==> src/rtl/ant_tick_scheduler.sv <==
// Per-tick sequencer for the ant array: strobes each ant's move, then drains sugar/pheromone writes one at a time onto the world write port, then re-arms all ants.
// Optional feature macro: PHEROMONE_DEPOSIT_EN (mouthFull ants deposit pheromone at their own location).
module ant_tick_scheduler #(
   parameter int unsigned N_ANTS = 8,
   parameter int unsigned X_bits = 8,
   parameter int unsigned Y_bits = 8
) (
   input  logic                     Clk,
   input  logic                     RESET,
   input  logic                     start,
   input  logic [N_ANTS*X_bits-1:0] ant_X,
   input  logic [N_ANTS*Y_bits-1:0] ant_Y,
   input  logic [N_ANTS-1:0]        ant_collecting,
   input  logic [N_ANTS-1:0]        ant_dropping,
   input  logic [N_ANTS-1:0]        ant_mouthFull,
   output logic [N_ANTS-1:0]        moveNow,
   output logic                     global_writing_flag,
   output logic                     wr_req,
   output logic [X_bits-1:0]        wr_X,
   output logic [Y_bits-1:0]        wr_Y,
   output logic [1:0]               wr_op,
   input  logic                     wr_ack,
   output logic                     busy,
   output logic                     tick_done,
   output logic [15:0]              sugar_count
);

   localparam int unsigned IDX_W = (N_ANTS > 1) ? $clog2(N_ANTS) : 1;
   localparam logic [IDX_W-1:0] LAST_IDX = IDX_W'(N_ANTS - 1);

   localparam logic [1:0] OP_PHEROMONE = 2'b00;
   localparam logic [1:0] OP_TAKE      = 2'b01;
   localparam logic [1:0] OP_DELIVER   = 2'b10;

   typedef enum logic [2:0] {
      IDLE,
      MOVE,
      SETTLE,
      WRITE,
      FLAG
   } state_t;

   state_t           state;
   logic [IDX_W-1:0] idx;

   // The ant whose write is loaded into the output registers at the next edge.
   logic [IDX_W-1:0]  eval_idx;
   logic              eval_need;
   logic [1:0]        eval_op;
   logic [X_bits-1:0] eval_x;
   logic [Y_bits-1:0] eval_y;

   assign eval_idx = ((state == SETTLE) || (idx == LAST_IDX)) ? '0 : idx + IDX_W'(1);

   // Fixed priority: a drop outranks a pickup, which outranks a deposit.
   always_comb begin
      eval_need = 1'b0;
      eval_op   = OP_PHEROMONE;
      if (ant_dropping[eval_idx]) begin
         eval_need = 1'b1;
         eval_op   = OP_DELIVER;
      end else if (ant_collecting[eval_idx]) begin
         eval_need = 1'b1;
         eval_op   = OP_TAKE;
      end
`ifdef PHEROMONE_DEPOSIT_EN
      else if (ant_mouthFull[eval_idx]) begin
         eval_need = 1'b1;
         eval_op   = OP_PHEROMONE;
      end
`endif
   end

`ifndef PHEROMONE_DEPOSIT_EN
   logic unused_mouth;
   assign unused_mouth = ^ant_mouthFull;
`endif

   always_comb begin
      eval_x = '0;
      eval_y = '0;
      if (eval_need) begin
         eval_x = ant_X[eval_idx * X_bits +: X_bits];
         eval_y = ant_Y[eval_idx * Y_bits +: Y_bits];
      end
   end

   always_ff @(posedge Clk) begin
      if (RESET) begin
         state               <= IDLE;
         idx                 <= '0;
         moveNow             <= '0;
         global_writing_flag <= 1'b0;
         wr_req              <= 1'b0;
         wr_X                <= '0;
         wr_Y                <= '0;
         wr_op               <= '0;
         busy                <= 1'b0;
         tick_done           <= 1'b0;
         sugar_count         <= '0;
      end else begin
         global_writing_flag <= 1'b0;
         tick_done           <= 1'b0;

         if (wr_req && wr_ack && (wr_op == OP_DELIVER) && (sugar_count != 16'hFFFF))
            sugar_count <= sugar_count + 16'd1;

         case (state)
            IDLE: begin
               if (start) begin
                  state   <= MOVE;
                  idx     <= '0;
                  moveNow <= N_ANTS'(1);
                  busy    <= 1'b1;
               end
            end

            MOVE: begin
               if (idx == LAST_IDX) begin
                  state   <= SETTLE;
                  idx     <= '0;
                  moveNow <= '0;
               end else begin
                  idx     <= idx + IDX_W'(1);
                  moveNow <= moveNow << 1;
               end
            end

            SETTLE: begin
               state  <= WRITE;
               wr_req <= eval_need;
               wr_X   <= eval_x;
               wr_Y   <= eval_y;
               wr_op  <= eval_op;
            end

            // A pending request holds its fields until acked; idle ants pass in one cycle.
            WRITE: begin
               if (!wr_req || wr_ack) begin
                  if (idx == LAST_IDX) begin
                     state               <= FLAG;
                     idx                 <= '0;
                     wr_req              <= 1'b0;
                     wr_X                <= '0;
                     wr_Y                <= '0;
                     wr_op               <= '0;
                     global_writing_flag <= 1'b1;
                     tick_done           <= 1'b1;
                  end else begin
                     idx    <= idx + IDX_W'(1);
                     wr_req <= eval_need;
                     wr_X   <= eval_x;
                     wr_Y   <= eval_y;
                     wr_op  <= eval_op;
                  end
               end
            end

            FLAG: begin
               state <= IDLE;
               busy  <= 1'b0;
            end

            default: begin
               state <= IDLE;
               busy  <= 1'b0;
            end
         endcase
      end
   end

endmodule

==> config.mk <==
export PLATFORM = sky130hd
export DESIGN_NAME = ant_tick_scheduler
export DESIGN_NICKNAME = d
export VERILOG_FILES = /design/src/rtl/ant_tick_scheduler.sv
export SDC_FILE = /design/constraint.sdc
export NUM_CORES = 1
export LEC_CHECK = 0
export BUFFER_PORTS_ARGS = -buffer_cell sky130_fd_sc_hd__buf_4
export CORE_ASPECT_RATIO = 0.8
export CORE_MARGIN = 4
export CORE_UTILIZATION = 39
export DETAILED_ROUTE_END_ITERATION = 12
export GPL_TIMING_DRIVEN = 0
export HOLD_SLACK_MARGIN = 0.15
export PLACE_DENSITY = 0.76
export RECOVER_POWER = 50
export SKIP_LAST_GASP = 1
export SLEW_MARGIN = 25
export SYNTH_ARGS = -nofsm -noshare
export SYNTH_HDL_FRONTEND = slang
export SYNTH_SLANG_ARGS = --single-unit
==> constraint.sdc <==
create_clock -name Clk -period 2.3 [get_ports Clk]
set_input_delay 0.46 -clock Clk [delete_from_list [all_inputs] [get_ports Clk]]
set_output_delay 0.46 -clock Clk [all_outputs]
set_load 0.02 [all_outputs]
==> impl_results.md <==
* Synth Instances at 380
* Sequential Area at 0.001025 sq mm
* Post-Synthesis Net Count at about 540
* Horizontal die dimension at between 100 and 150 microns
* Starting utilization of the core area at around two fifths
* HPWL after DPL at about 11000 microns
* Number of hold violations in the final report at 0
* Hold-fix buffer count after cts at 0
* Net switching component of the power at 541.8 uW
* Part of the power in combinational logic at 24.8%
* CTS tree: done
* Mux contribution to synthesized area at under 10%
* Simple-gate share of the synthesized area at 19.45%
* Final core utilization at between 60 and 70%
* Period utilisation layout at between 90 and 100%
* Routed len/inst at 19.10 microns
* Power density over the cells at ~410 mW/mm^2
* Clock transition at path regs at 0.09 ns
* Area share of fa/ha/maj cells after synthesis at ~1.2%
* Cell row count at 29
* Required time worst endpoint at about 2.5 ns
* Switching share of power at 26.14%
* Final standard cell area without fillers at 0.004999 sq mm
* R2R Path Start: idx[0]$_SDFFE_PP0P_
* Fillers at between 700 and 800
* Average instance area after synthesis at roughly 8.4 sq um
* Post-layout instance count excluding filler cells at roughly 690
* RSZ-0062 raised after global routing: yes
* Floorplan die area at just under 0.01 sq mm
* Critical-path maximum fanout at 9
* Critical path class: register to register
* Unique cell type count in the Yosys netlist at 56
* Sequential fraction of the synthesis area at 31.86%
* Syn Std Cell Area at roughly 0.0032 sq mm
* Count of antenna-violating nets left after detailed routing at 0
* Violation count after the first detailed-routing iteration at 190
* Class of the tightest hold or removal check: register to register
* Multi-input gate area in the final layout at 0.002155 sq mm
* Max-capacitance violation count at 0
* Number of buffers added by the clock tree synthesis step at 5
* Final setup violation count at 0
* Number of nets in the finished design at 744
* Final slew viol count at 0
* Overall power consumption at 2.073 mW
* Largest net degree at the start of global routing at 17
* Number of storage elements in the synthesis netlist at slightly above 50
* Share of total power in the clock network at between 30 and 40%
* Ratio of routed vias to standard cells at ~5.7
* Number of vias in the routed layout at 3960
* Layout cells sized above 1 at a little under 40%
* Final period demand of the worst path at about 2.3 ns
* Core region area at approximately 0.0080 sq mm
* Antenna violations before repair at 0
* Compound-gate portion of the synthesized area at approximately a third
* Crit. Startpoint: idx[0]$_SDFFE_PP0P_
* Clock net sink count at slightly above 50
* Achievable Freq at 442.6 MHz
* Total track usage at between 20% and 30%
* CP startpoint kind: register
* Proportion of power drawn by flip-flops and latches at between 40% and 50%
* Result of the run: completed
* Maximum clock path buffer count at 2
* Detailed Route WL at 13250 microns
* Critical path arrival at roughly 2.5 ns
* Global-route congestion overflow total at 0
* Measured slew at the worst slew-check pin at 0.5360 ns
* Area added between synthesis and finish at 55.99%
* Maximum vdd drop at 0.2739 mV
* Wire length of the first global-routing pass at ~19000 microns
* Internal portion of total power at between 1.5 and 2 mW
* Die height at 89.08 microns
* Total inserted antenna cells at 0
* Worst hold slack at around 0.49 ns
* Depth of the most critical reg-to-reg path at 10
* Setup crit end kind: register
* Lkg Pwr at ~2.0 nW
* Instance area at placement at approximately 0.0048 sq mm
* Number of cells after detailed placement at approximately 700
* Total negative slack for setup checks at 0 ns
* Count of cells along the worst hold path at 1
* Placer's final routability congestion estimate at ~0.95
* Xor/xnor cell area share of the yosys netlist at under 10%
* Detailed Routing Iterations Pass 1 at 5
* Dpl ws at -0.4603 ns
* Layout Skew at ~0.013 ns
* H-tree levels at 2
* Vias in the first global route at around 3600
* Largest family of logic cells by synthesized area: compound AO/OA/AOI/OAI gates
* Hold path startpoint: wr_X[0]$_SDFFE_PP0P_
* Min setup slack post-route at between 0.04 and 0.05 ns
* Clock insertion delay at the later pin of the skew report at 0.31 ns
* Number of input and output port buffers inserted at between 150 and 200
* Residual DRC at 0
* Worst slew slack as a fraction of its limit at roughly 64%
* Yosys Warn Count at 0
* I/O pin count at about 200
* Clock Root Buffer: sky130_fd_sc_hd__clkbuf_8
==> flip-flops by register name, summed over array words and instances, names as in the netlist <==
name and count:
wr_op 2, wr_req 1, wr_Y 8, idx 3, state 3, moveNow 8
tick_done 1, sugar_count 16, wr_X 8, busy 1
==> layout make-up <==
type	instances	area share (%)
multi-input combinational	288	43.10
timing repair buffer	199	26.58
sequential	51	20.50
buffer	32	4.080
tap	108	2.703
clock buffer	6	1.652
clock inverter	2	0.7760
inverter	8	0.6008
==> path summary, 6_finish.rpt <==
kind / endpoint / slack [ns]
min: wr_X[0]$_SDFFE_PP0P_ / 0.49
max reg2reg: wr_X[6]$_SDFFE_PP0P_ / 0.04
max: wr_X[6]$_SDFFE_PP0P_ / 0.04
min reg2reg: wr_X[0]$_SDFFE_PP0P_ / 0.49
==> synthesized netlist by cell type, drive strengths merged <==
cell / n / area (sq um)
o22a: 1 / 8.760
o21ai: 38 / 190.2
nand2b: 6 / 45.04
nand3: 4 / 20.02
o41a: 1 / 11.26
mux2i: 4 / 40.04
a211oi: 4 / 42.54
a221oi: 30 / 262.8
dfxtp: 51 / 1021
or3b: 1 / 11.26
clkbuf: 25 / 93.84
nor2: 31 / 116.4
buf: 8 / 62.55
xnor2: 6 / 52.55
o22ai: 15 / 93.84
a22o: 17 / 148.9
a21oi: 16 / 87.59
and4b: 1 / 10.01
o21a: 1 / 7.510
inv: 8 / 30.03
o221ai: 4 / 35.03
and3: 2 / 12.51
nand4: 3 / 18.77
o21bai: 1 / 7.510
o32ai: 1 / 8.760
a311oi: 1 / 8.760
a21o: 1 / 7.510
o2bb2ai: 2 / 17.52
nor4: 2 / 12.51
nor4b: 4 / 35.03
xor2: 2 / 17.52
nor3: 13 / 65.06
and4: 2 / 17.52
ha: 3 / 37.54
nand2: 7 / 26.28
or3: 23 / 143.9
a31oi: 3 / 40.04
or2: 3 / 18.78
a211o: 3 / 26.28
nor2b: 8 / 50.05
mux2: 15 / 168.9
a22oi: 7 / 52.55
nor3b: 2 / 20.02
==> layout by cell type (no fill, tap or decap), types with 3 or more instances in the layout <==
cell,netlist,final
sky130_fd_sc_hd__o21ai_0,30,27
sky130_fd_sc_hd__a221oi_2,0,3
sky130_fd_sc_hd__mux2i_1,4,4
sky130_fd_sc_hd__o22ai_1,15,15
sky130_fd_sc_hd__nor2_1,31,30
sky130_fd_sc_hd__nand2b_1,5,5
sky130_fd_sc_hd__buf_2,2,3
sky130_fd_sc_hd__nand3_1,4,3
sky130_fd_sc_hd__buf_6,3,5
sky130_fd_sc_hd__inv_1,7,7
sky130_fd_sc_hd__a21oi_1,14,13
sky130_fd_sc_hd__nand2_1,7,7
sky130_fd_sc_hd__or3_1,23,19
sky130_fd_sc_hd__a22oi_1,7,7
sky130_fd_sc_hd__a211o_1,3,3
sky130_fd_sc_hd__clkbuf_2,0,3
sky130_fd_sc_hd__buf_4,2,160
sky130_fd_sc_hd__xnor2_1,6,6
sky130_fd_sc_hd__a211oi_1,3,3
sky130_fd_sc_hd__dfxtp_1,51,50
sky130_fd_sc_hd__mux2_2,15,15
sky130_fd_sc_hd__clkbuf_8,0,8
sky130_fd_sc_hd__nand4_1,3,3
sky130_fd_sc_hd__clkbuf_1,25,58
sky130_fd_sc_hd__nor2b_1,8,8
sky130_fd_sc_hd__o21ai_1,8,11
sky130_fd_sc_hd__a22o_1,17,17
sky130_fd_sc_hd__nor4b_1,4,4
sky130_fd_sc_hd__a221oi_1,30,27
sky130_fd_sc_hd__nor3_1,13,13
sky130_fd_sc_hd__or3_4,0,4
==> per-layer routing <==
layer,routed length [microns],GRT usage [%],share of wire (%),vias to the layer above
met5,0,0,0,-
li1,-,-,-,1890
met3,950,4.838,7.2,25
met1,5775,36.50,44,1877
met2,6227,39.06,47,168
met4,300,6.908,2.3,0
==> cell families after synthesis <==
kind of cell | after synthesis
AOI/OAI and AO/OA | 146
and+or+nand+nor | 112
DFF | 51
buffers and inverters | 41
muxes | 19
xor gates and xnor gates | 8
adders and majority gates | 3
==> power by group through the flow <==
stage	sequential [mW]	combinational, mW	clock [mW]
2_1_floorplan	0.917	0.202	0
3_3_place_gp	0.914	0.465	0
3_5_place_dp	0.914	0.470	0
4_1_cts	0.893	0.482	0.673
5_1_grt	0.895	0.552	0.699
6_report	0.894	0.515	0.664
==> worst max-delay path, stage by stage (launching register included) <==
cell and delay [ns]:
sky130_fd_sc_hd__dfxtp_4 0.38, sky130_fd_sc_hd__ha_4 0.17, sky130_fd_sc_hd__ha_4 0.17, sky130_fd_sc_hd__or2_4 0.24, sky130_fd_sc_hd__nand2b_4 0.14, sky130_fd_sc_hd__buf_6 0.13, sky130_fd_sc_hd__a211o_1 0.27, sky130_fd_sc_hd__a31oi_4 0.23
sky130_fd_sc_hd__a211oi_4 0.09, sky130_fd_sc_hd__buf_4 0.15, sky130_fd_sc_hd__a22o_1 0.18
==> timing repair <==
action	in CTS	in global routing
gates resized for setup	24	36
setup endpoints to repair	17	18
gates cloned	0	0
buffers inserted	4	3
pin swaps	3	11
Note: power is estimated with default switching activity, not from simulation.
